## src/rtl/fpga_ip_test_seq_pkg.sv

```systemverilog
// Shared types and default configuration for the FPGA IP test sequencer.
package fpga_ip_test_seq_pkg;

  typedef enum logic [2:0] {
    StIdle,
    StScan,
    StLaunch,
    StWait,
    StRecord,
    StDone
  } seq_state_e;

  localparam int unsigned DefNumTests     = 9;
  localparam int unsigned DefCntWidth     = 8;
  localparam int unsigned DefIdxWidth     = 5;
  localparam int unsigned DefTimeoutCycles = 65535;
  localparam int unsigned DefStopOnFail   = 0;

endpackage

```

## src/rtl/fpga_ip_test_sequencer_if.sv

```systemverilog
// Control/result bundle between the register block (master) and the test sequencer (slave).
interface fpga_ip_test_sequencer_if #(
  parameter int unsigned NUM_TESTS = 9,
  parameter int unsigned CNT_WIDTH = 8,
  parameter int unsigned IDX_WIDTH = 5
);
  logic                 start_i;
  logic                 abort_i;
  logic [NUM_TESTS-1:0] test_enable_i;
  logic [NUM_TESTS-1:0] test_start_o;
  logic [NUM_TESTS-1:0] test_done_i;
  logic [NUM_TESTS-1:0] test_pass_i;
  logic                 busy_o;
  logic                 done_o;
  logic                 aborted_o;
  logic [IDX_WIDTH-1:0] cur_test_o;
  logic [CNT_WIDTH-1:0] pass_count_o;
  logic [CNT_WIDTH-1:0] fail_count_o;
  logic [NUM_TESTS-1:0] fail_mask_o;
  logic [NUM_TESTS-1:0] timeout_mask_o;

  modport master (
    output start_i, abort_i, test_enable_i, test_done_i, test_pass_i,
    input  test_start_o, busy_o, done_o, aborted_o, cur_test_o,
    input  pass_count_o, fail_count_o, fail_mask_o, timeout_mask_o
  );

  modport slave (
    input  start_i, abort_i, test_enable_i, test_done_i, test_pass_i,
    output test_start_o, busy_o, done_o, aborted_o, cur_test_o,
    output pass_count_o, fail_count_o, fail_mask_o, timeout_mask_o
  );
endinterface

```

## src/rtl/fpga_ip_test_seq_timer.sv

```systemverilog
// Per-test watchdog for the test sequencer; only built when FPGA_IP_TEST_SEQ_TIMEOUT_EN is defined.
`ifdef FPGA_IP_TEST_SEQ_TIMEOUT_EN
module fpga_ip_test_seq_timer #(
  parameter int unsigned TIMEOUT_CYCLES = 65535
) (
  input  logic clk,
  input  logic rst,
  input  logic clear,
  output logic expired
);
  localparam int unsigned Limit = TIMEOUT_CYCLES - 1;

  logic [31:0] cnt_q;

  // Holds at the limit so expired stays asserted until cleared.
  always_ff @(posedge clk or posedge rst) begin
    if (rst) begin
      cnt_q <= '0;
    end else if (clear) begin
      cnt_q <= '0;
    end else if (!expired) begin
      cnt_q <= cnt_q + 32'd1;
    end
  end

  assign expired = (cnt_q == Limit);
endmodule
`endif

```

## src/rtl/fpga_ip_test_sequencer.sv

```systemverilog
// Launches enabled test channels in ascending order and tallies pass/fail results.
// Per-test watchdog is compiled in with FPGA_IP_TEST_SEQ_TIMEOUT_EN.
module fpga_ip_test_sequencer
  import fpga_ip_test_seq_pkg::*;
#(
  parameter int unsigned NUM_TESTS      = DefNumTests,
  parameter int unsigned CNT_WIDTH      = DefCntWidth,
  parameter int unsigned IDX_WIDTH      = DefIdxWidth,
  parameter int unsigned TIMEOUT_CYCLES = DefTimeoutCycles,
  parameter int unsigned STOP_ON_FAIL   = DefStopOnFail
) (
  input logic                     WBs_CLK_i,
  input logic                     WBs_RST_i,
  fpga_ip_test_sequencer_if.slave bus
);
  localparam logic [IDX_WIDTH-1:0] LastIdx = IDX_WIDTH'(NUM_TESTS - 1);

  seq_state_e           state_q, state_d;
  logic [IDX_WIDTH-1:0] idx_q, idx_d;
  logic [NUM_TESTS-1:0] en_q, en_d;
  logic [NUM_TESTS-1:0] start_q, start_d;
  logic [NUM_TESTS-1:0] fail_mask_q, fail_mask_d;
  logic [NUM_TESTS-1:0] to_mask_q, to_mask_d;
  logic [CNT_WIDTH-1:0] pass_cnt_q, pass_cnt_d;
  logic [CNT_WIDTH-1:0] fail_cnt_q, fail_cnt_d;
  logic                 res_pass_q, res_pass_d;
  logic                 res_to_q, res_to_d;
  logic                 aborted_q, aborted_d;

  logic [NUM_TESTS-1:0] sel;
  logic                 busy;
  logic                 cur_done;
  logic                 timeout;

  // One-hot select avoids indexing the test vectors with an over-wide index.
  assign sel      = NUM_TESTS'(1) << idx_q;
  assign cur_done = |(bus.test_done_i & sel);
  assign busy     = (state_q == StScan) || (state_q == StLaunch) ||
                    (state_q == StWait) || (state_q == StRecord);

`ifdef FPGA_IP_TEST_SEQ_TIMEOUT_EN
  fpga_ip_test_seq_timer #(
    .TIMEOUT_CYCLES(TIMEOUT_CYCLES)
  ) u_timer (
    .clk    (WBs_CLK_i),
    .rst    (WBs_RST_i),
    .clear  (state_q != StWait),
    .expired(timeout)
  );
`else
  assign timeout = 1'b0;
`endif

  always_comb begin
    state_d     = state_q;
    idx_d       = idx_q;
    en_d        = en_q;
    start_d     = '0;
    fail_mask_d = fail_mask_q;
    to_mask_d   = to_mask_q;
    pass_cnt_d  = pass_cnt_q;
    fail_cnt_d  = fail_cnt_q;
    res_pass_d  = res_pass_q;
    res_to_d    = res_to_q;
    aborted_d   = aborted_q;

    if (busy && bus.abort_i) begin
      // In-flight test is dropped, including a done seen this same cycle.
      state_d   = StDone;
      aborted_d = 1'b1;
    end else begin
      unique case (state_q)
        StIdle, StDone: begin
          if (bus.start_i) begin
            en_d        = bus.test_enable_i;
            pass_cnt_d  = '0;
            fail_cnt_d  = '0;
            fail_mask_d = '0;
            to_mask_d   = '0;
            aborted_d   = 1'b0;
            idx_d       = '0;
            state_d     = StScan;
          end
        end
        StScan: begin
          if (|(en_q & sel)) begin
            start_d = sel;
            state_d = StLaunch;
          end else if (idx_q == LastIdx) begin
            state_d = StDone;
          end else begin
            idx_d = idx_q + IDX_WIDTH'(1);
          end
        end
        StLaunch: state_d = StWait;
        StWait: begin
          if (cur_done) begin
            res_pass_d = |(bus.test_pass_i & sel);
            res_to_d   = 1'b0;
            state_d    = StRecord;
          end else if (timeout) begin
            res_pass_d = 1'b0;
            res_to_d   = 1'b1;
            state_d    = StRecord;
          end
        end
        StRecord: begin
          if (res_pass_q) begin
            if (!(&pass_cnt_q)) pass_cnt_d = pass_cnt_q + CNT_WIDTH'(1);
          end else begin
            if (!(&fail_cnt_q)) fail_cnt_d = fail_cnt_q + CNT_WIDTH'(1);
            fail_mask_d = fail_mask_q | sel;
            if (res_to_q) to_mask_d = to_mask_q | sel;
          end
          if ((idx_q == LastIdx) || ((STOP_ON_FAIL != 0) && !res_pass_q)) begin
            state_d = StDone;
          end else begin
            idx_d   = idx_q + IDX_WIDTH'(1);
            state_d = StScan;
          end
        end
        default: state_d = StIdle;
      endcase
    end
  end

  always_ff @(posedge WBs_CLK_i or posedge WBs_RST_i) begin
    if (WBs_RST_i) begin
      state_q     <= StIdle;
      idx_q       <= '0;
      en_q        <= '0;
      start_q     <= '0;
      fail_mask_q <= '0;
      to_mask_q   <= '0;
      pass_cnt_q  <= '0;
      fail_cnt_q  <= '0;
      res_pass_q  <= 1'b0;
      res_to_q    <= 1'b0;
      aborted_q   <= 1'b0;
    end else begin
      state_q     <= state_d;
      idx_q       <= idx_d;
      en_q        <= en_d;
      start_q     <= start_d;
      fail_mask_q <= fail_mask_d;
      to_mask_q   <= to_mask_d;
      pass_cnt_q  <= pass_cnt_d;
      fail_cnt_q  <= fail_cnt_d;
      res_pass_q  <= res_pass_d;
      res_to_q    <= res_to_d;
      aborted_q   <= aborted_d;
    end
  end

  assign bus.test_start_o   = start_q;
  assign bus.busy_o         = busy;
  assign bus.done_o         = (state_q == StDone);
  assign bus.aborted_o      = aborted_q;
  assign bus.cur_test_o     = idx_q;
  assign bus.pass_count_o   = pass_cnt_q;
  assign bus.fail_count_o   = fail_cnt_q;
  assign bus.fail_mask_o    = fail_mask_q;
`ifdef FPGA_IP_TEST_SEQ_TIMEOUT_EN
  assign bus.timeout_mask_o = to_mask_q;
`else
  assign bus.timeout_mask_o = '0;
`endif
endmodule
```

## src/flat_wrapper.sv

```systemverilog
// flat-port wrapper written by rule: the top's interface ports become plain ports
module fpga_ip_test_sequencer_flat import fpga_ip_test_seq_pkg::*;
#(
  parameter int unsigned NUM_TESTS      = DefNumTests,
  parameter int unsigned CNT_WIDTH      = DefCntWidth,
  parameter int unsigned IDX_WIDTH      = DefIdxWidth,
  parameter int unsigned TIMEOUT_CYCLES = DefTimeoutCycles,
  parameter int unsigned STOP_ON_FAIL   = DefStopOnFail
)
  (WBs_CLK_i, WBs_RST_i, bus_start_i, bus_abort_i, bus_test_enable_i, bus_test_done_i, bus_test_pass_i, bus_test_start_o, bus_busy_o, bus_done_o, bus_aborted_o, bus_cur_test_o, bus_pass_count_o, bus_fail_count_o, bus_fail_mask_o, bus_timeout_mask_o);
  fpga_ip_test_sequencer_if #(.NUM_TESTS(NUM_TESTS), .CNT_WIDTH(CNT_WIDTH), .IDX_WIDTH(IDX_WIDTH)) bus_i ();
  input logic WBs_CLK_i;
  input logic WBs_RST_i;
  input wire logic [$bits(bus_i.start_i)-1:0] bus_start_i;
  input wire logic [$bits(bus_i.abort_i)-1:0] bus_abort_i;
  input wire logic [$bits(bus_i.test_enable_i)-1:0] bus_test_enable_i;
  input wire logic [$bits(bus_i.test_done_i)-1:0] bus_test_done_i;
  input wire logic [$bits(bus_i.test_pass_i)-1:0] bus_test_pass_i;
  output wire logic [$bits(bus_i.test_start_o)-1:0] bus_test_start_o;
  output wire logic [$bits(bus_i.busy_o)-1:0] bus_busy_o;
  output wire logic [$bits(bus_i.done_o)-1:0] bus_done_o;
  output wire logic [$bits(bus_i.aborted_o)-1:0] bus_aborted_o;
  output wire logic [$bits(bus_i.cur_test_o)-1:0] bus_cur_test_o;
  output wire logic [$bits(bus_i.pass_count_o)-1:0] bus_pass_count_o;
  output wire logic [$bits(bus_i.fail_count_o)-1:0] bus_fail_count_o;
  output wire logic [$bits(bus_i.fail_mask_o)-1:0] bus_fail_mask_o;
  output wire logic [$bits(bus_i.timeout_mask_o)-1:0] bus_timeout_mask_o;
  assign bus_i.start_i = bus_start_i;
  assign bus_i.abort_i = bus_abort_i;
  assign bus_i.test_enable_i = bus_test_enable_i;
  assign bus_i.test_done_i = bus_test_done_i;
  assign bus_i.test_pass_i = bus_test_pass_i;
  assign bus_test_start_o = bus_i.test_start_o;
  assign bus_busy_o = bus_i.busy_o;
  assign bus_done_o = bus_i.done_o;
  assign bus_aborted_o = bus_i.aborted_o;
  assign bus_cur_test_o = bus_i.cur_test_o;
  assign bus_pass_count_o = bus_i.pass_count_o;
  assign bus_fail_count_o = bus_i.fail_count_o;
  assign bus_fail_mask_o = bus_i.fail_mask_o;
  assign bus_timeout_mask_o = bus_i.timeout_mask_o;
  fpga_ip_test_sequencer #(.NUM_TESTS(NUM_TESTS), .CNT_WIDTH(CNT_WIDTH), .IDX_WIDTH(IDX_WIDTH), .TIMEOUT_CYCLES(TIMEOUT_CYCLES), .STOP_ON_FAIL(STOP_ON_FAIL)) u_core (.WBs_CLK_i(WBs_CLK_i), .WBs_RST_i(WBs_RST_i), .bus(bus_i));
endmodule
```

## config.mk

```make
export PLATFORM = sky130hd
export DESIGN_NAME = fpga_ip_test_sequencer_flat
export DESIGN_NICKNAME = d
export VERILOG_FILES = /design/src/rtl/fpga_ip_test_seq_pkg.sv /design/src/rtl/fpga_ip_test_sequencer_if.sv /design/src/rtl/fpga_ip_test_seq_timer.sv /design/src/rtl/fpga_ip_test_sequencer.sv /design/src/flat_wrapper.sv
export SDC_FILE = /design/constraint.sdc
export NUM_CORES = 1
export LEC_CHECK = 0
export ABC_CLOCK_PERIOD_IN_PS = 6100
export BUFFER_PORTS_ARGS = -buffer_cell sky130_fd_sc_hd__clkbuf_2
export CORE_MARGIN = 2
export CORE_UTILIZATION = 50
export DETAILED_ROUTE_END_ITERATION = 16
export PLACE_DENSITY_LB_ADDON = 0.15
export SKIP_CTS_REPAIR_TIMING = 1
export SYNTH_ARGS = -nofsm -noshare
export SYNTH_HDL_FRONTEND = slang
export SYNTH_HIERARCHICAL = 1
export SYNTH_SLANG_ARGS = --single-unit
```

## constraint.sdc

```tcl
create_clock -name WBs_CLK_i -period 6.1 [get_ports WBs_CLK_i]
set_clock_uncertainty 0.15 [all_clocks]
set_input_delay 1.22 -clock WBs_CLK_i [delete_from_list [all_inputs] [get_ports WBs_CLK_i]]
set_output_delay 1.22 -clock WBs_CLK_i [all_outputs]
set_load 0.05 [all_outputs]
```

==> summary.md <==
| Metric | Value |
|---|---|
| Worst-path cell chain | `nor2_1 -> xnor2_1 -> clkbuf_2` |
| Number of clock sinks seen by CTS | `53` |
| Cell with the largest stage delay on the worst path | `sky130_fd_sc_hd__dfrtp_1` |
| Sequential share of power | `35.9%` |
| Final core area utilization | `59.8%` |
| Core ar. | `0.00547 mm^2` |
| Power share of the combinational group | `49.2%` |
| Clock transition at the registers of the reported paths | `90 ps` |
| Count of endpoints failing setup in the final report | `0` |
| Max-Cap Viols | `0` |
| Start point of the critical path | `u_core/state_q[1]$_DFFE_PP0P_` |
| EDFF count, synth | `0` |
| Status | `complete, no violations` |
| Aggregate global-route resource usage | `20.3%` |
| Synth Instances | `282` |
| Power density cells | `441 mW/mm^2` |
| Maximum vdd ir drop | `0.272 mV` |
| Worst path buffer plus inverter count | `1` |
| Overall die area | `0.00624 mm^2` |
| Largest net degree at the start of global routing | `54` |
| Number of warnings issued by yosys | `6` |
| Non-filler instance count after layout | `419` |
| Number of H-tree levels | `2` |
| Number of flip-flops and latches in the synthesized netlist | `53` |
| Synth Area per Inst | `9.98 um^2` |
| Switching share of power | `46.5%` |
| Register Area | `0.00133 mm^2` |
| Clock network fraction of design power | `14.8%` |
| Detailed router's first-iteration violation count | `128` |
| Ys async rst share | `100%` |
| Period minus WS final | `3070 ps` |
| Crit path max fanout | `19` |
| Number of library cell types mapped by synthesis | `52` |
| Leakage power | `1.64 nW` |
| Clock tree from TritonCTS | `done` |
| Worst-Margin Slew | `1100 ps` |
| Area Growth Syn to Fin | `16.3%` |
| Vert. Die Dim | `79.0 um` |
| Mux cell area share after synthesis | `6.58%` |
| Horizontal extent of the die | `79.0 um` |
| Total design power | `1.44 mW` |
| Compound-cell area share of the yosys netlist | `13.0%` |
| Final cycle utilization of the critical path | `50.3%` |
| Clock latency reported for the late side of the worst-skew pair | `300 ps` |
| Library cell used as clock root buffer | `sky130_fd_sc_hd__clkbuf_8` |
| Sequential area share after synthesis | `47.1%` |
| Vias per cell | `5.38` |
| RSZ-0062 raised after global routing | `false` |
| Gpl congestion | `0.833` |
| Count of filler cells inserted in the layout | `525` |
| DRC errors left | `0` |
| CP Capture Type | `output port` |
| Initial core utilization | `51.4%` |
| Number of global-route vias before repair | `2070` |
| Std-Cell Rows | `27` |
| Placed wire-length estimate | `4210 um` |
| Ratio of cells with drive above 1 in the final layout | `29.1%` |
| Upper clock frequency limit | `326 MHz` |
| Final hold violation count | `0` |
| Final antenna-violating net count | `0` |
| Worst-case clock buffer depth | `2` |
| Critical Path Source Type | `register` |
| PortBufs | `72` |
| Final layout net count | `385` |
| Sum of overflow across all layers after global routing | `0` |
| NetSw | `670 uW` |
| Footprint of the multi-input gates | `0.00136 mm^2` |
| Number of antenna violations at the first check in global routing | `0` |
| Number of CTS-inserted buffers | `5` |
| Worst hold-check path type | `reg -> reg` |
| Antenna Cells | `0` |
| Vias | `2253` |
| First-pass GRT wire length | `10000 um` |
| Crit path max-delay family | `flip-flops` |
| Cell Int Power | `771 uW` |
| HP Start | `u_core/bus.fail_mask_o[1]$_DFFE_PP0P_` |
| Primary flip-flop cell chosen by synthesis mapping | `sky130_fd_sc_hd__dfrtp_1` |
| Kind of critical path | `reg -> out` |
| Pins over their slew limit | `0` |
| Simple-gate share of the synthesized area | `18.6%` |
| Aggregate routed wire length | `6030 um` |
| Arrival @ worst endpoint | `1700 ps` |
| Netlist Area Pre-Place | `0.00281 mm^2` |
| Number of detailed-route iterations in the first pass | `4` |
| Post-route setup TNS | `0 ps` |
| Cells after DPL | `411` |
| Synth Area in XOR/XNOR | `4.98%` |
| Per-cell routed wire length | `14.4 um` |
| I/O Pins | `82` |
| Fraction of the mapped netlist area in adder cells | `3.56%` |
| Critical Path Max Stage Delay | `750 ps` |
| Worst slew margin relative to its limit | `26.8%` |
| Largest family of logic cells by synthesized area | `simple AND/OR/NAND/NOR gates` |
| Required time at the endpoint of the critical path | `4730 ps` |
| Worst R2R Start | `u_core/bus.cur_test_o[2]$_DFFE_PP0P_` |
## tightest hold or removal path: stages, from the launching register on
cell and delay [ps]:
sky130_fd_sc_hd__dfrtp_1 350, sky130_fd_sc_hd__a31oi_1 40, sky130_fd_sc_hd__nor2_1 70
## per-stage QoR
step / worst slack (ps) / cell area (um^2) / hold WS [ps]
2_1_floorplan: 3070 / 2840 / 330
3_3_place_gp: 2900 / 3170 / 333
3_5_place_dp: 2880 / 3170 / 339
4_1_cts: 3040 / 3270 / 359
5_1_grt: 2920 / 3270 / 383
6_report: 3030 / 3270 / 352
## logic make-up after synthesis
| family | after synthesis |
|---|---|
| AND/OR/NAND/NOR | 103 |
| flip-flops | 53 |
| adder cells (fa/ha/maj) | 8 |
| XOR/XNOR | 16 |
| other | 1 |
| buffers and inverters | 32 |
| multiplexers | 17 |
| AO/OA/AOI/OAI | 52 |
## layout make-up
class                      count  share of cell area, %
clock inverter                 1                  0.153
clock buffer                   7                   2.94
timing repair buffer          73                   11.2
tap                           72                   2.75
sequential                    53                   40.5
multi-input combinational    205                   41.5
inverter                       8                  0.918
## cells in the final DEF, fill, tap and decap left out, drive strengths merged, types with 3 or more instances in the layout
cell type   n
nand2      13
a221oi      4
dfrtp      53
a21oi       8
ha          8
a31oi       8
nor2       36
mux2i       5
conb        9
and3       12
xor2       13
nand2b      7
nand4       8
clkbuf     79
nand3       8
nor4        3
mux2       12
xnor2       3
nor3        5
inv         8
a22o        3
o21ai      13
## synthesized netlist by cell type (3+ instances only)
cell type / n / area, um^2
sky130_fd_sc_hd__xnor2_1: 3 / 26.3
sky130_fd_sc_hd__a22o_1: 3 / 26.3
sky130_fd_sc_hd__a21oi_1: 7 / 35.0
sky130_fd_sc_hd__nand2_1: 13 / 48.8
sky130_fd_sc_hd__xor2_1: 13 / 114
sky130_fd_sc_hd__nand4_1: 8 / 50.1
sky130_fd_sc_hd__mux2_2: 12 / 135
sky130_fd_sc_hd__a31oi_1: 8 / 50.1
sky130_fd_sc_hd__nor2_1: 36 / 135
sky130_fd_sc_hd__nand3_1: 8 / 40.0
sky130_fd_sc_hd__o21ai_0: 12 / 60.1
sky130_fd_sc_hd__clkbuf_1: 9 / 33.8
sky130_fd_sc_hd__nor4_1: 3 / 18.8
sky130_fd_sc_hd__buf_4: 9 / 67.6
sky130_fd_sc_hd__nand2b_1: 7 / 43.8
sky130_fd_sc_hd__ha_1: 8 / 100
sky130_fd_sc_hd__mux2i_1: 5 / 50.1
sky130_fd_sc_hd__inv_1: 8 / 30.0
sky130_fd_sc_hd__nor3_1: 5 / 25.0
sky130_fd_sc_hd__dfrtp_1: 53 / 1330
sky130_fd_sc_hd__a221oi_1: 3 / 26.3
sky130_fd_sc_hd__buf_2: 5 / 25.0
sky130_fd_sc_hd__and3_1: 12 / 75.1
## metal layers
| layer | track usage (%) | routed length [um] | vias up |
|---|---|---|---|
| met4 | 6.21 | 56 | 0 |
| met3 | 4.09 | 317 | 8 |
| met2 | 29.2 | 2680 | 67 |
| met1 | 30.8 | 2970 | 1071 |
| li1 | - | - | 1107 |
| met5 | 0 | 0 | - |
## sequential cells by signal, indices dropped and copies added (netlist names)
name,cells
u_core/bus.aborted_o,1
u_core/bus.cur_test_o,5
u_core/bus.fail_count_o,8
u_core/bus.fail_mask_o,9
u_core/bus.pass_count_o,8
u_core/bus.test_start_o,9
u_core/en_q,9
u_core/res_pass_q,1
u_core/state_q,3
## power groups by stage
stage	clock network, mW	logic [mW]	registers (mW)
final	0.214	0.709	0.518
after global placement	0	0.703	0.525
after CTS	0.221	0.709	0.518
after floorplan	0	0.506	0.572
after global routing	0.237	0.773	0.533
after detailed placement	0	0.706	0.526
## path summary, 6_finish.rpt
path,endpoint,slack [ps],depth (start not counted)
max,bus_busy_o,3030,3
min,u_core/bus.fail_mask_o[1]$_DFFE_PP0P_,350,2
max reg2reg,u_core/state_q[2]$_DFFE_PP0P_,3130,8
min reg2reg,u_core/bus.fail_mask_o[1]$_DFFE_PP0P_,350,2
max in group asynchronous,u_core/bus.fail_count_o[5]$_DFFE_PP0P_,4100,2
min in group asynchronous,u_core/res_pass_q$_DFFE_PP0P_,1020,2
Power figures use the tool's default switching activity.
